### config.mk
export PLATFORM = sky130hd
export DESIGN_NAME = mn_symbol_packer
export DESIGN_NICKNAME = d
export VERILOG_FILES = /design/src/rtl/mn_symbol_packer.sv
export SDC_FILE = /design/constraint.sdc
export NUM_CORES = 1
export LEC_CHECK = 0
export ABC_AREA = 0
export BUFFER_PORTS_ARGS = -buffer_cell sky130_fd_sc_hd__buf_2
export CORE_MARGIN = 2
export CORE_UTILIZATION = 55
export CTS_CLUSTER_SIZE = 16
export DETAILED_ROUTE_END_ITERATION = 8
export GPL_TIMING_DRIVEN = 1
export PLACE_DENSITY_LB_ADDON = 0.15
export SLEW_MARGIN = 20
export SYNTH_ARGS = -nofsm -noshare
export SYNTH_HDL_FRONTEND = slang
export SYNTH_SLANG_ARGS = --single-unit
### constraint.sdc
create_clock -name clk -period 2.05 [get_ports clk]
set_input_delay 0.205 -clock clk [delete_from_list [all_inputs] [get_ports clk]]
set_output_delay 0.205 -clock clk [all_outputs]
set_load 0.01 [all_outputs]
### src/rtl/mn_symbol_packer.sv
// mn_symbol_packer
//   Samples the 2-bit symbol {m,n} on cycles with en=1. Four symbols are packed
//   MSB-first into a byte. Each byte is pushed into a first-word-fall-through
//   FIFO that sits behind a valid/ready port. The block also keeps a saturating
//   count of 2'b11 symbols.
// Ports
//   clk, rst_b          rising-edge clock, asynchronous active-low reset
//   m, n, en            symbol bits and sample enable
//   clr                 synchronous clear of all state; overrides en/push/pop
//   out_data/out_valid  head-of-FIFO byte and non-empty flag
//   out_ready           consumer accepts out_data (pop = out_valid & out_ready)
//   level               FIFO occupancy, 0..DEPTH
//   ovf                 sticky flag: a completed byte was dropped on a full FIFO
//   cnt11               saturating count of sampled 2'b11 symbols
module mn_symbol_packer #(
  parameter int DEPTH = 4,
  parameter int CNT_W = 8
) (
  input  logic                   clk,
  input  logic                   rst_b,
  input  logic                   m,
  input  logic                   n,
  input  logic                   en,
  input  logic                   clr,
  output logic [7:0]             out_data,
  output logic                   out_valid,
  input  logic                   out_ready,
  output logic [$clog2(DEPTH):0] level,
  output logic                   ovf,
  output logic [CNT_W-1:0]       cnt11
);
  localparam int AW = $clog2(DEPTH);
  localparam logic [AW:0] LVL_FULL = (AW+1)'(DEPTH);

  typedef enum logic [1:0] {P0, P1, P2, P3} slot_t;
  slot_t state, state_nxt;

  logic [1:0]    sym;
  logic [5:0]    sh;        // the first three symbols of the byte, byte bits [7:2]
  logic [7:0]    pk_byte;
  logic [7:0]    mem [DEPTH];
  logic [AW-1:0] wr_ptr, rd_ptr;
  logic          push, pop, full, push_ok;

  assign sym     = {m, n};
  assign pk_byte = {sh, sym};

  always_ff @(posedge clk or negedge rst_b) begin
    if (!rst_b)   state <= P0;
    else if (clr) state <= P0;
    else          state <= state_nxt;
  end

  always_comb begin
    state_nxt = state;
    push      = 1'b0;
    if (en) begin
      case (state)
        P0: state_nxt = P1;
        P1: state_nxt = P2;
        P2: state_nxt = P3;
        P3: begin
          state_nxt = P0;
          push      = 1'b1;
        end
        default: state_nxt = P0;
      endcase
    end
  end

  always_ff @(posedge clk or negedge rst_b) begin
    if (!rst_b)   sh <= '0;
    else if (clr) sh <= '0;
    else if (en) begin
      case (state)
        P0:      sh[5:4] <= sym;
        P1:      sh[3:2] <= sym;
        P2:      sh[1:0] <= sym;
        default: ;
      endcase
    end
  end

  assign out_valid = (level != '0);
  assign full      = (level == LVL_FULL);
  assign pop       = out_valid & out_ready;
  // When the FIFO is full, a pop at the same edge frees the slot the push needs.
  assign push_ok   = push & (~full | pop);

  always_ff @(posedge clk) begin
    if (push_ok && !clr) mem[wr_ptr] <= pk_byte;
  end

  always_ff @(posedge clk or negedge rst_b) begin
    if (!rst_b) begin
      wr_ptr <= '0;
      rd_ptr <= '0;
      level  <= '0;
      ovf    <= 1'b0;
    end else if (clr) begin
      wr_ptr <= '0;
      rd_ptr <= '0;
      level  <= '0;
      ovf    <= 1'b0;
    end else begin
      if (push_ok) wr_ptr <= wr_ptr + 1'b1;
      if (pop)     rd_ptr <= rd_ptr + 1'b1;
      case ({push_ok, pop})
        2'b10:   level <= level + 1'b1;
        2'b01:   level <= level - 1'b1;
        default: ;
      endcase
      if (push && full && !pop) ovf <= 1'b1;
    end
  end

  always_ff @(posedge clk or negedge rst_b) begin
    if (!rst_b)                                     cnt11 <= '0;
    else if (clr)                                   cnt11 <= '0;
    else if (en && sym == 2'b11 && cnt11 != '1)     cnt11 <= cnt11 + 1'b1;
  end

  // Forcing out_data to 0 when the FIFO is empty hides stale RAM contents.
  assign out_data = out_valid ? mem[rd_ptr] : 8'h00;

endmodule

* Word level (Yosys, flattened, before mapping)
Memory sizes are Yosys's and may differ from the RTL's.
Cells that the tools add are included.
** Word-level totals
- Bits in registers :: 24
- RAM bits :: 32
- Word-level logic and storage cells :: 71
- Memories kept :: 1
- Bits of input ports :: 7
** Operators by class
- Muxes and demuxes :: 23
- Bitwise logic cells :: 4
- Reductions and logical operators :: 21
- $add $sub $neg :: 5
- Equality and inequality tests :: 8
** Memories
- mem :: words 4, bits a word 8, read ports 1, clocked after Yosys merged registers in 0, write ports 1, RTL line 41 : logic [7:0] mem [DEPTH];
** Operators with widths (count)
- $mux 8 :: 3
- $mux 2 :: 9
- $reduce_bool 2->1 :: 8
- $mux 6 :: 2
- $add 8x1->8 const B :: 1
- $eq 2x2->1 const B :: 4
- $ne 8x8->1 const B :: 1
- $pmux 2 s4 :: 1
- $mux 1 :: 6
- $pmux 3 s2 :: 1
- $reduce_and 2->1 :: 3
- $reduce_bool 3->1 :: 2
- $logic_and 1x1->1 :: 5
- $add 2x1->2 const B :: 2
- $eq 2x1->1 const B :: 2
- $add 3x1->3 const B :: 1
- $eq 3x3->1 const B :: 1
- $mux 3 :: 1
- $sub 3x1->3 const B :: 1
- $and 1x1->1 :: 2
- $logic_not 1->1 :: 2
- $logic_not 2->1 :: 1
- $not 1->1 :: 1
- $or 1x1->1 :: 1

* Depth between registers and ports, before layout
Gate-level depths: netlist of the first run.
- Word-level depth :: 7
- Depth in mapped cells :: 7

* Least setup slack after synthesis of the first run
No wires, ideal clock.
- Path type :: register to register
- Start :: reg level[0]
- End :: reg level[2]
- Setup slack :: 0.159 ns
- Data required time :: 1.968 ns
- Period minus slack after synthesis :: 1.891 ns
- Arrival time :: 1.809 ns
- Cell stages (with the launch flop) :: 8
- Buffers on the path :: 1
- Library setup time :: 0.082 ns
- Cell sequence :: dfrtp_1 > buf_6 > o31ai_4 > nor2_2 > fa_1 > nor4_1 > o21ai_0 > a31oi_1
** On the way
- Longest elaborated chain between the ends :: 7
** RTL lines
- start, declared :: RTL line 28 : output logic [$clog2(DEPTH):0] level,
- start signal, assigned :: RTL line 109 : 2'b10: level <= level + 1'b1;
- start signal, assigned :: RTL line 110 : 2'b01: level <= level - 1'b1;
- $reduce_bool 3->1 or $eq 3x3->1 (tied branches) :: RTL line 84, 85
- $and 1x1->1 or $not 1->1 (tied branches) :: RTL line 86, 88
- $or 1x1->1 :: RTL line 88 : assign push_ok = push & (~full | pop);
- $and 1x1->1 :: RTL line 88
- $eq 2x1->1 or $eq 2x2->1 (tied branches) :: RTL line 108 : case ({push_ok, pop})
- $pmux 3 s2 :: RTL line 108
- $mux 3 :: RTL line 100 : end else if (clr) begin
Parallel ways exist; a longest one is shown, timed or not.
A chain may end at the register's enable or synchronous reset.

* Worst setup path in the final report of the first run
- Start :: reg level[2]
- End :: mem mem[1][0] (enable)
** On the way
- Longest elaborated chain between the ends :: 7
** RTL lines
- $reduce_bool 3->1 or $eq 3x3->1 (tied branches) :: RTL line 84, 85
- $and 1x1->1 or $not 1->1 (tied branches) :: RTL line 86, 88
- $or 1x1->1 (*) :: RTL line 88
- $and 1x1->1 (*) :: RTL line 88
- $logic_and 1x1->1 (*) :: RTL line 91 : if (push_ok && !clr) mem[wr_ptr] <= pk_byte;
- $mux 1 (*) :: RTL line 91
- $mux 1 (not written as such) (*) :: RTL line 91
- end, declared :: RTL line 41
Every way passes the cells marked *; elsewhere a longest branch is shown, timed or not.

==> results.md, run 1 <==
* Final wirelength at 4980 microns
* Total GRT Usage at 0.219
* Skew final at 5.05 ps
* Relative slew slack at 0.633
* Syn Area/Cell at 13.0 sq um
* Post-route DRC at 0
* Finish-stage setup viols at 0
* Area after DPL at 2790 sq um
* Pwr dens at 742 nW/um^2
* Initial core utilization at 0.580
* Path depth of the worst reg2reg path at 4
* Global route overflow at 0
* Worst-path cell chain: nor4b_1 > buf_4 > nor3_1 > and2_1
* Core Region at 4440 sq um
* Reg2reg start: level[2]
* DR WL/cell at 17.5 microns
* Max-Cap Viols at 0
* Mapped cell area at 2580 sq um
* R2r setup slk at 90 ps
* Max VDD drop at 0.000459 V
* Crit-path max cell delay at 500 ps
* Power, Total at 2.17 mW
* Mapped Nets at 216
* Die area at 5250 sq um
* Clock transition at path regs at 100 ps
* Post-place setup slack at 39.6 ps
* Clock Path Buffers at 2
* WHS at 175 ps
* Setup CP Type: reg -> reg
* Worst Setup Slack, final at 92.7 ps
* TritonCTS clock tree: done
* Fmax at 511 MHz
* Highest-delay cell along the critical path: dfrtp_1
* Worst Setup End Kind: register
* Run status: complete, no violations
* Seq/Total Area, Yosys at 0.606
* Hold Crit Start: n
* FP Rows at 24
* Yosys cell types at 40
* Clk root buf: clkbuf_8
* Slew @ Worst Pin at 551 ps
* Clk sinks at 56
* HP Class: in -> reg
* Clk_lat worst skew at 320 ps
* Crit path DAT at 1930 ps
* Fillers at 334
* Max Slew Vio Count at 0
* Vias at 1698
* Required time of the critical path at 2030 ps
* Layout area overhead at 13.6%
* First-pass GRT wire length at 8460 microns
* Post-layout instance area at 2930 sq um
* Synthesized flop and latch total at 56
* Number of buffers added on ports at 27
* NumNets Final at 249
* Diode count at 0
* Largest net degree at the start of global routing at 25
* Final min period at 1960 ps
* Number of placed I/O pins at 28
* Critical path startpoint category: register
* TritonCTS Buffers at 5
* Min-Delay Path Depth at 1
* Critical path origin: level[2]
* RSZ-0062 raised after global routing: true
* Cell leakage power at 1.18 nW
* Hpwl dp at 3440 microns
* Fin crit share at 0.955
* Drt first pass iters at 4
* Post-CTS setup buffer count at 0
* Warnings, synthesis at 0
* Die Wd at 72.5 microns
* Initial DRC Count at 82
* Post-Synthesis Cells at 199
* Share of cells above drive strength 1 at 0.249
* Vias in the first global route at 1711
* Crit Path Max Fanout at 8
* RePlAce Congestion at 0.814
* Hold Vio Cnt, Final at 0
* Antenna violations before repair at 0
* Chip height at 72.5 microns
* Drt via density at 5.96
* Final ANT Viol Nets at 0
* H-tree levels at 2
through the flow:
step	cells	utilization	setup TNS (ps)
after detailed placement	276	0.627	0
after global routing	285	0.659	-18.9
after floorplan	199	-	0
after global placement	276	0.627	0
after CTS	285	0.656	0
final	285	0.659	0
metal layers:
layer / track usage / vias to the layer above / routed length [microns]
li1: - / 786 / -
met1: 0.285 / 840 / 2090
met2: 0.363 / 60 / 2490
met3: 0.0542 / 12 / 284
met4: 0.0761 / 0 / 110
met5: 0 / - / 0
final cells by class:
class                      instances  area (sq um)  area share
sequential                        56          1560       0.533
multi-input combinational        130           967       0.330
timing repair buffer              35           198      0.0675
clock buffer                       6          82.6      0.0282
tap                               52          65.1      0.0222
clock inverter                     2          38.8      0.0132
inverter                           4          15.0     0.00513
flip-flops by register name, indices dropped and copies added (netlist names):
register / cells
state: 2
cnt11: 8
level: 3
wr_ptr: 2
ovf: 1
rd_ptr: 2
sh: 6
mem: 32
cells in the final DEF, fill, tap and decap left out, types with 2 or more instances in the layout:
cell      Yosys  layout
buf_2         2      27
nor2_1       15      15
inv_1         4       4
nand3_1      13      13
dfrtp_1      24      24
buf_4         0       7
and2_1       15      12
o21ai_0       4       4
xor2_1        3       3
xnor2_1       3       3
edfxtp_1     32      32
a21oi_1      10      10
mux2i_1       2       2
nor3_1        8       8
and2_2        0       3
clkbuf_8      0       6
a211oi_1      4       4
mux4_2        8       8
o21bai_1      2       2
ha_1          9       9
nor2b_1       2       2
nand2_1      15      15
critical path: cells and delay by family (launching register included):
family,cells,cell delay (ps)
simple gates,3,960
flops,1,500
buf+inv,1,150
report_power, final:
| group | internal, mW | switching, mW |
|---|---|---|
| registers | 1.21 | 0.0198 |
| logic | 0.0788 | 0.105 |
| clock network | 0.400 | 0.363 |
path summary, 6_finish.rpt:
check | to
max in group asynchronous | sh[1]
min reg2reg | ovf
min in group asynchronous | rd_ptr[1]
max reg2reg | mem[1][0]
min | mem[0][0]
max | mem[1][0]
timing repair:
action	4_1_cts	5_1_grt
gates resized for setup	0	5
hold endpoints to repair	24	0
endpoints found under the setup margin	0	14
hold buffers	1	0
cell usage after synthesis (all sizes together):
master,number,area share
a211oi,4,0.012
a21boi,1,0.0029
a21oi,11,0.023
a31oi,1,0.0024
a41oi,1,0.0034
and2,15,0.036
and3,1,0.0024
and4,1,0.0034
buf,5,0.011
clkbuf,4,0.0063
dfrtp,24,0.23
edfxtp,32,0.37
fa,1,0.0078
ha,9,0.044
inv,4,0.0058
mux2i,2,0.0078
mux4,8,0.070
nand2,15,0.022
nand3,13,0.025
nand4,1,0.0024
nor2,16,0.024
nor2b,2,0.0049
nor3,8,0.016
nor4,1,0.0024
nor4b,1,0.0034
o211ai,1,0.0029
o21a,1,0.0029
o21ai,4,0.0078
o21bai,2,0.0058
o22ai,1,0.0024
o31ai,1,0.0083
or3,1,0.0024
or3b,1,0.0034
xnor2,3,0.010
xor2,3,0.010
cells by family after synthesis:
family	Yosys count	share of synthesized area
AO/OA/AOI/OAI	28	0.0733
XOR/XNOR	6	0.0204
buffers and inverters	13	0.0233
adder cells (fa/ha/maj)	10	0.0515
multiplexers	10	0.0777
AND/OR/NAND/NOR	76	0.148
flip-flops	56	0.606
Note: power is estimated with default switching activity, not from simulation.
==> inputs of run 2 (changes only) <==
--- a/config.mk
+++ b/config.mk
@@ -8,7 +8,7 @@
 export ABC_AREA = 0
 export BUFFER_PORTS_ARGS = -buffer_cell sky130_fd_sc_hd__buf_2
 export CORE_MARGIN = 2
-export CORE_UTILIZATION = 55
+export CORE_UTILIZATION = 45
 export CTS_CLUSTER_SIZE = 16
 export DETAILED_ROUTE_END_ITERATION = 8
 export GPL_TIMING_DRIVEN = 1
==> run 2 against run 1 <==
Compared with the run above:
- sequential power barely moved
- worst hold slack better by 28 ps
- sequential cell count did not move
- clock-buffer cell count grew 1
- highest routed layer unchanged
==> results.md, run 2 (synthesis gave the netlist of run 1 again) <==
* Run status: complete, no violations
* Fin crit share at 0.923 (-0.0314)
* TritonCTS clock tree: done
* H-tree levels at 2 (unchanged)
* RSZ-0062 raised after global routing: false
* Vias at 1623 (-4.4%)
* Number of buffers added on ports at 27 (unchanged)
* TritonCTS Buffers at 5 (unchanged)
* Core Util, Final at 0.537 (-0.122)
* Fillers at 482 (+44%)
* Die area at 6350 sq um (+21%)
* Layout area overhead at 14.8%
* Critical path startpoint category: register
* Slew @ Worst Pin at 557 ps (+6.26 ps)
* Commonest non-fill, non-tap cell in the layout: edfxtp_1
* Total GRT Usage at 0.158 (-0.0608)
* Antenna violations before repair at 0 (unchanged)
* Power, Total at 2.00 mW (-7.8%)
* Worst-path cell chain: buf_4 > mux4_2 > and2_1 > buf_2
* P_sw at 0.468 mW (-4.0%)
* Most frequent cells in the layout: 32 x edfxtp_1, 27 x buf_2, 24 x dfrtp_1, 15 x nand2_1, 15 x nor2_1
* Logic pwr share at 0.093 (+0.009)
* Clk sinks at 56 (unchanged)
* Clock transition at path regs at 90 ps (about the same)
* HP Class: in -> reg
* First-pass GRT wire length at 7430 microns (-12%)
* Initial DRC Count at 64 (-22%)
* Core Region at 5510 sq um (+24%)
* Worst Setup End Kind: primary output
* Relative slew slack at 0.629 (-0.00417)
* Crit path DAT at 1690 ps (-240 ps)
* DR WL/cell at 15.2 microns (-13%)
* Share of cells above drive strength 1 at 0.252 (+0.00317)
* Final min period at 1890 ps (-64.3 ps)
* Drt via density at 5.24 (-12%)
* Finish-stage setup viols at 0 (unchanged)
* Post-route DRC at 0 (unchanged)
* Top flop regs: mem x32, cnt11 x8, sh x6
* Final wirelength at 4700 microns (-5.6%)
* Number of placed I/O pins at 28 (unchanged)
* Max-Cap Viols at 0 (unchanged)
* Diode count at 0 (unchanged)
* Highest-delay cell along the critical path: mux4_2
* Clk root buf: clkbuf_8
* FP Rows at 27 (+13%)
* Worst Setup Slack, final at 157 ps (+64.3 ps)
* Die Wd at 79.7 microns (+10%)
* P_int at 1.53 mW (-8.9%)
* Area taken by flip-flops and latches at 1560 sq um (unchanged)
* Clk_lat worst skew at 310 ps (about the same)
* Clk pwr share at 0.295 (-0.056)
* Register with the most flip-flops: mem
* Max VDD drop at 0.000279 V (-39%)
* Footprint of the multi-input gates at 971 sq um (+0.39%)
* Hold Vio Cnt, Final at 0 (unchanged)
* Clock Path Buffers at 2 (unchanged)
* RePlAce Congestion at 0.728 (-11%)
* Crit-path max cell delay at 530 ps (+30 ps)
* Hpwl dp at 3150 microns (-8.7%)
* Drt first pass iters at 4 (unchanged)
* NumNets Final at 254 (+2.0%)
* Sw Share at 0.234 (+0.00942)
* Initial core utilization at 0.468 (-0.112)
* Global route overflow at 0 (unchanged)
* Required time of the critical path at 1850 ps (-180 ps)
* Crit Path Max Fanout at 10 (+2)
* Setup TNS at 0 ps (unchanged)
* Cell leakage power at 1.19 nW (+0.72%)
* CP bufs+invs at 2 (+1)
* Vias in the first global route at 1507 (-12%)
* Skew final at 8.06 ps (+3.01 ps)
* Chip height at 79.7 microns (+10%)
* Max FFs per register at 32 (unchanged)
* WHS at 203 ps (+28.4 ps)
* Critical path's top delay family: multiplexers
* Final ANT Viol Nets at 0 (unchanged)
* Setup CP Type: reg -> out
* Largest net degree at the start of global routing at 25 (unchanged)
* Post-place setup slack at 80.4 ps (+40.8 ps)
* Flop pwr share at 0.612 (+0.047)
* Max Slew Vio Count at 0 (unchanged)
* Pwr dens at 677 nW/um^2 (-8.8%)
* Fmax at 528 MHz (+3.4%)
run 2: final cells by class:
type / count / area share
clock buffer: 7 / 0.0258
clock inverter: 1 / 0.00296
inverter: 4 / 0.00508
multi-input combinational: 130 / 0.328
sequential: 56 / 0.528
tap: 72 / 0.0305
timing repair buffer: 40 / 0.0795
run 2: worst paths after layout:
kind	startpoint	endpoint	slack (ps)	cells after the start
worst min-delay path	m	mem[0][1]	200	1
min in group asynchronous	rst_b	wr_ptr[1]	400	2
max in group asynchronous	rst_b	level[1]	1270	2
worst min register to register	ovf	ovf	510	2
worst max-delay path	rd_ptr[0]	out_data[1]	160	4
worst max register to register	state[1]	level[2]	180	7
run 2: timing repair:
action                     4_1_cts  5_1_grt
hold endpoints to repair        24        0
hold buffers                     1        0
gates resized for setup          0        4
setup buffers                    0        2
setup endpoints to repair        0        6
run 2: power by group through the flow:
| stage | Combinational, mW | Clock [mW] | Sequential (mW) |
|---|---|---|---|
| 2_1_floorplan | 0.113 | 0 | 1.25 |
| 3_3_place_gp | 0.177 | 0 | 1.25 |
| 3_5_place_dp | 0.179 | 0 | 1.25 |
| 4_1_cts | 0.181 | 0.607 | 1.23 |
| 5_1_grt | 0.211 | 0.646 | 1.23 |
| 6_report | 0.187 | 0.591 | 1.22 |
run 2: metrics by stage:
step | instances | area, sq um
final | 310 | 2960
after global routing | 310 | 2960
after CTS | 308 | 2930
after detailed placement | 299 | 2830
after global placement | 299 | 2830
after floorplan | 199 | 2580
run 2: layer usage:
layer | GRT usage | up-vias | wire length (microns)
li1 | - | 799 | -
met1 | 0.193 | 790 | 2020
met2 | 0.283 | 28 | 2490
met3 | 0.0305 | 6 | 136
met4 | 0.0466 | 0 | 54
met5 | 0 | - | 0
==> inputs of run 3 (changes only) <==
==> constraint.sdc (replaced) <==
create_clock -name clk -period 2.2 [get_ports clk]
set_input_delay 0.22 -clock clk [delete_from_list [all_inputs] [get_ports clk]]
set_output_delay 0.22 -clock clk [all_outputs]
set_load 0.01 [all_outputs]
==> run 3 against run 2 <==
Compared with the run above:
- sequential share of layout area is 0.77 points higher
- design area is 1.4% lower
- combinational power is 13% lower
- register-to-register slack better by 40 ps
- first-iteration DRC count is 25% lower
- non-clock buffer count is 5 lower
- final cell count is 1.6% lower
- clock skew is 2.0 ps lower
- clock power is 3% lower
- core utilization is 0.77 points lower
- critical path depth stayed put
- sequential cell count stayed put
==> results.md, run 3 (synthesis gave the netlist of run 1 again) <==
* Pwr dens at 643 nW/um^2 (-5.0%)
* Most frequent cells in the layout: 32 x edfxtp_1, 27 x buf_2, 24 x dfrtp_1
* Max Slew Vio Count at 0 (unchanged)
* Final min period at 1990 ps
* Hpwl dp at 2950 microns (-6.2%)
* Relative slew slack at 0.624 (-0.00462)
* Number of placed I/O pins at 28 (unchanged)
* Clock transition at path regs at 90 ps (about the same)
* Fillers at 497 (+3.1%)
* Vias at 1583 (-2.5%)
* Largest net degree at the start of global routing at 25 (unchanged)
* H-tree levels at 2 (unchanged)
* FP Rows at 27 (unchanged)
* Finish-stage setup viols at 0 (unchanged)
* Post-placement cell count at 296 (-1.0%)
* CTS resizes at 0 (unchanged)
* TritonCTS clock tree: done
* Diode count at 0 (unchanged)
* NumNets Final at 249 (-2.0%)
* Top flop regs: mem x32, cnt11 x8, sh x6
* Path depth of the worst reg2reg path at 7 (unchanged)
* HP Class: in -> reg
* Layout area overhead at 13.1%
* Crit path DAT at 1770 ps (+80 ps)
* Initial DRC Count at 48 (-25%)
* Share of cells above drive strength 1 at 0.223 (-0.0289)
* Drt first pass iters at 4 (unchanged)
* Initial core utilization at 0.468 (unchanged)
* Die area at 6350 sq um (unchanged)
* Antenna violations before repair at 0 (unchanged)
* Core Util, Final at 0.529 (-0.00773)
* Vias in the first global route at 1495 (-0.80%)
* RSZ-0062 raised after global routing: false
* Power, Total at 1.88 mW (-6.3%)
* Post-route DRC at 0 (unchanged)
* Crit Path Max Fanout at 11 (+1)
* Hold Crit Start: m
* Critical path origin: level[0]
* Hold Vio Cnt, Final at 0 (unchanged)
* Reg2reg start: state[0]
* First-pass GRT wire length at 7160 microns (-3.6%)
* Global route overflow at 0 (unchanged)
* Critical path startpoint category: register
* Clk root buf: clkbuf_8
* Cell leakage power at 1.17 nW (-1.5%)
* Clock Path Buffers at 2 (unchanged)
* WHS at 210 ps (+6.26 ps)
* Clk_lat worst skew at 300 ps (about the same)
* Setup CP Type: reg -> out
* Max FFs per register at 32 (unchanged)
* Max VDD drop at 0.000277 V (-0.52%)
* Worst Setup End Kind: primary output
* Max-Cap Viols at 0 (unchanged)
* Die Wd at 79.7 microns (unchanged)
* Core Region at 5510 sq um (unchanged)
* Final ANT Viol Nets at 0 (unchanged)
* Total GRT Usage at 0.149 (-0.00912)
* TritonCTS Buffers at 5 (unchanged)
* Run status: complete, no violations
* Required time of the critical path at 1980 ps (+130 ps)
* DR WL/cell at 13.9 microns (-8.5%)
* Slew @ Worst Pin at 564 ps (+6.93 ps)
* RePlAce Congestion at 0.706 (-3.0%)
* Final Instance Count excl. Fillers at 305 (-1.6%)
* Commonest non-fill, non-tap cell in the layout: edfxtp_1
* Fin crit share at 0.904
* Final wirelength at 4230 microns (-10%)
* Min-Delay Path Depth at 1 (unchanged)
* Drt via density at 5.19 (-0.87%)
* Fmax at 503 MHz
* Register with the most flip-flops: mem
* Skew final at 6.06 ps (-2.00 ps)
* Setup TNS at 0 ps (unchanged)
* Number of buffers added on ports at 27 (unchanged)
* Chip height at 79.7 microns (unchanged)
* Clk sinks at 56 (unchanged)
[run 3: cell count changes in the layout (fill, tap and decap cells not counted), sizes merged]
| cell | previous run | this run |
|---|---|---|
| buf | 39 | 34 |
[run 3: critical path: stages (launching register included)]
cell	delay (ps)
dfrtp_1	420
buf_4	180
or3_1	520
and2_1	210
buf_2	130
[run 3: layer usage]
metal	wire length (microns)	GRT usage
met4	70	0.0517
met1	2020	0.194
met3	118	0.0351
met2	2020	0.245
met5	0	0
[run 3: path summary, 6_finish.rpt]
kind	end	slack [ps]
max	out_data[0]	210
min	mem[0][1]	210
max reg2reg	level[2]	220
min reg2reg	ovf	500
max in group asynchronous	sh[4]	1390
min in group asynchronous	level[1]	430
[run 3: cell type report]
class | count | area [sq um] | share of cell area
clock inverters | 1 | 8.76 | 0.00300
inverters | 4 | 15.0 | 0.00515
repair buffers | 35 | 198 | 0.0678
well taps | 72 | 90.1 | 0.0309
clock buffers | 7 | 86.3 | 0.0296
flip-flops and latches | 56 | 1560 | 0.536
multi-input cells | 130 | 956 | 0.328
[run 3: per-stage QoR]
step	cell area [sq um]	setup WS, ps
2_1_floorplan	2580	309
4_1_cts	2920	173
5_1_grt	2920	77.4
3_3_place_gp	2810	283
3_5_place_dp	2810	235
6_report	2920	212
[run 3: repair_timing]
action                                 CTS  global route
hold buffers                             1             0
buffers inserted                         0             0
endpoints found under the hold margin   24             0
[run 3: report_power, final]
group / internal (mW) / total [mW] / leakage [nW] / switching (mW)
Clock: 0.258 / 0.572 / 0.0484 / 0.314
Combinational: 0.0697 / 0.162 / 0.499 / 0.0924
Sequential: 1.12 / 1.14 / 0.623 / 0.0168
Total: 1.45 / 1.88 / 1.17 / 0.423
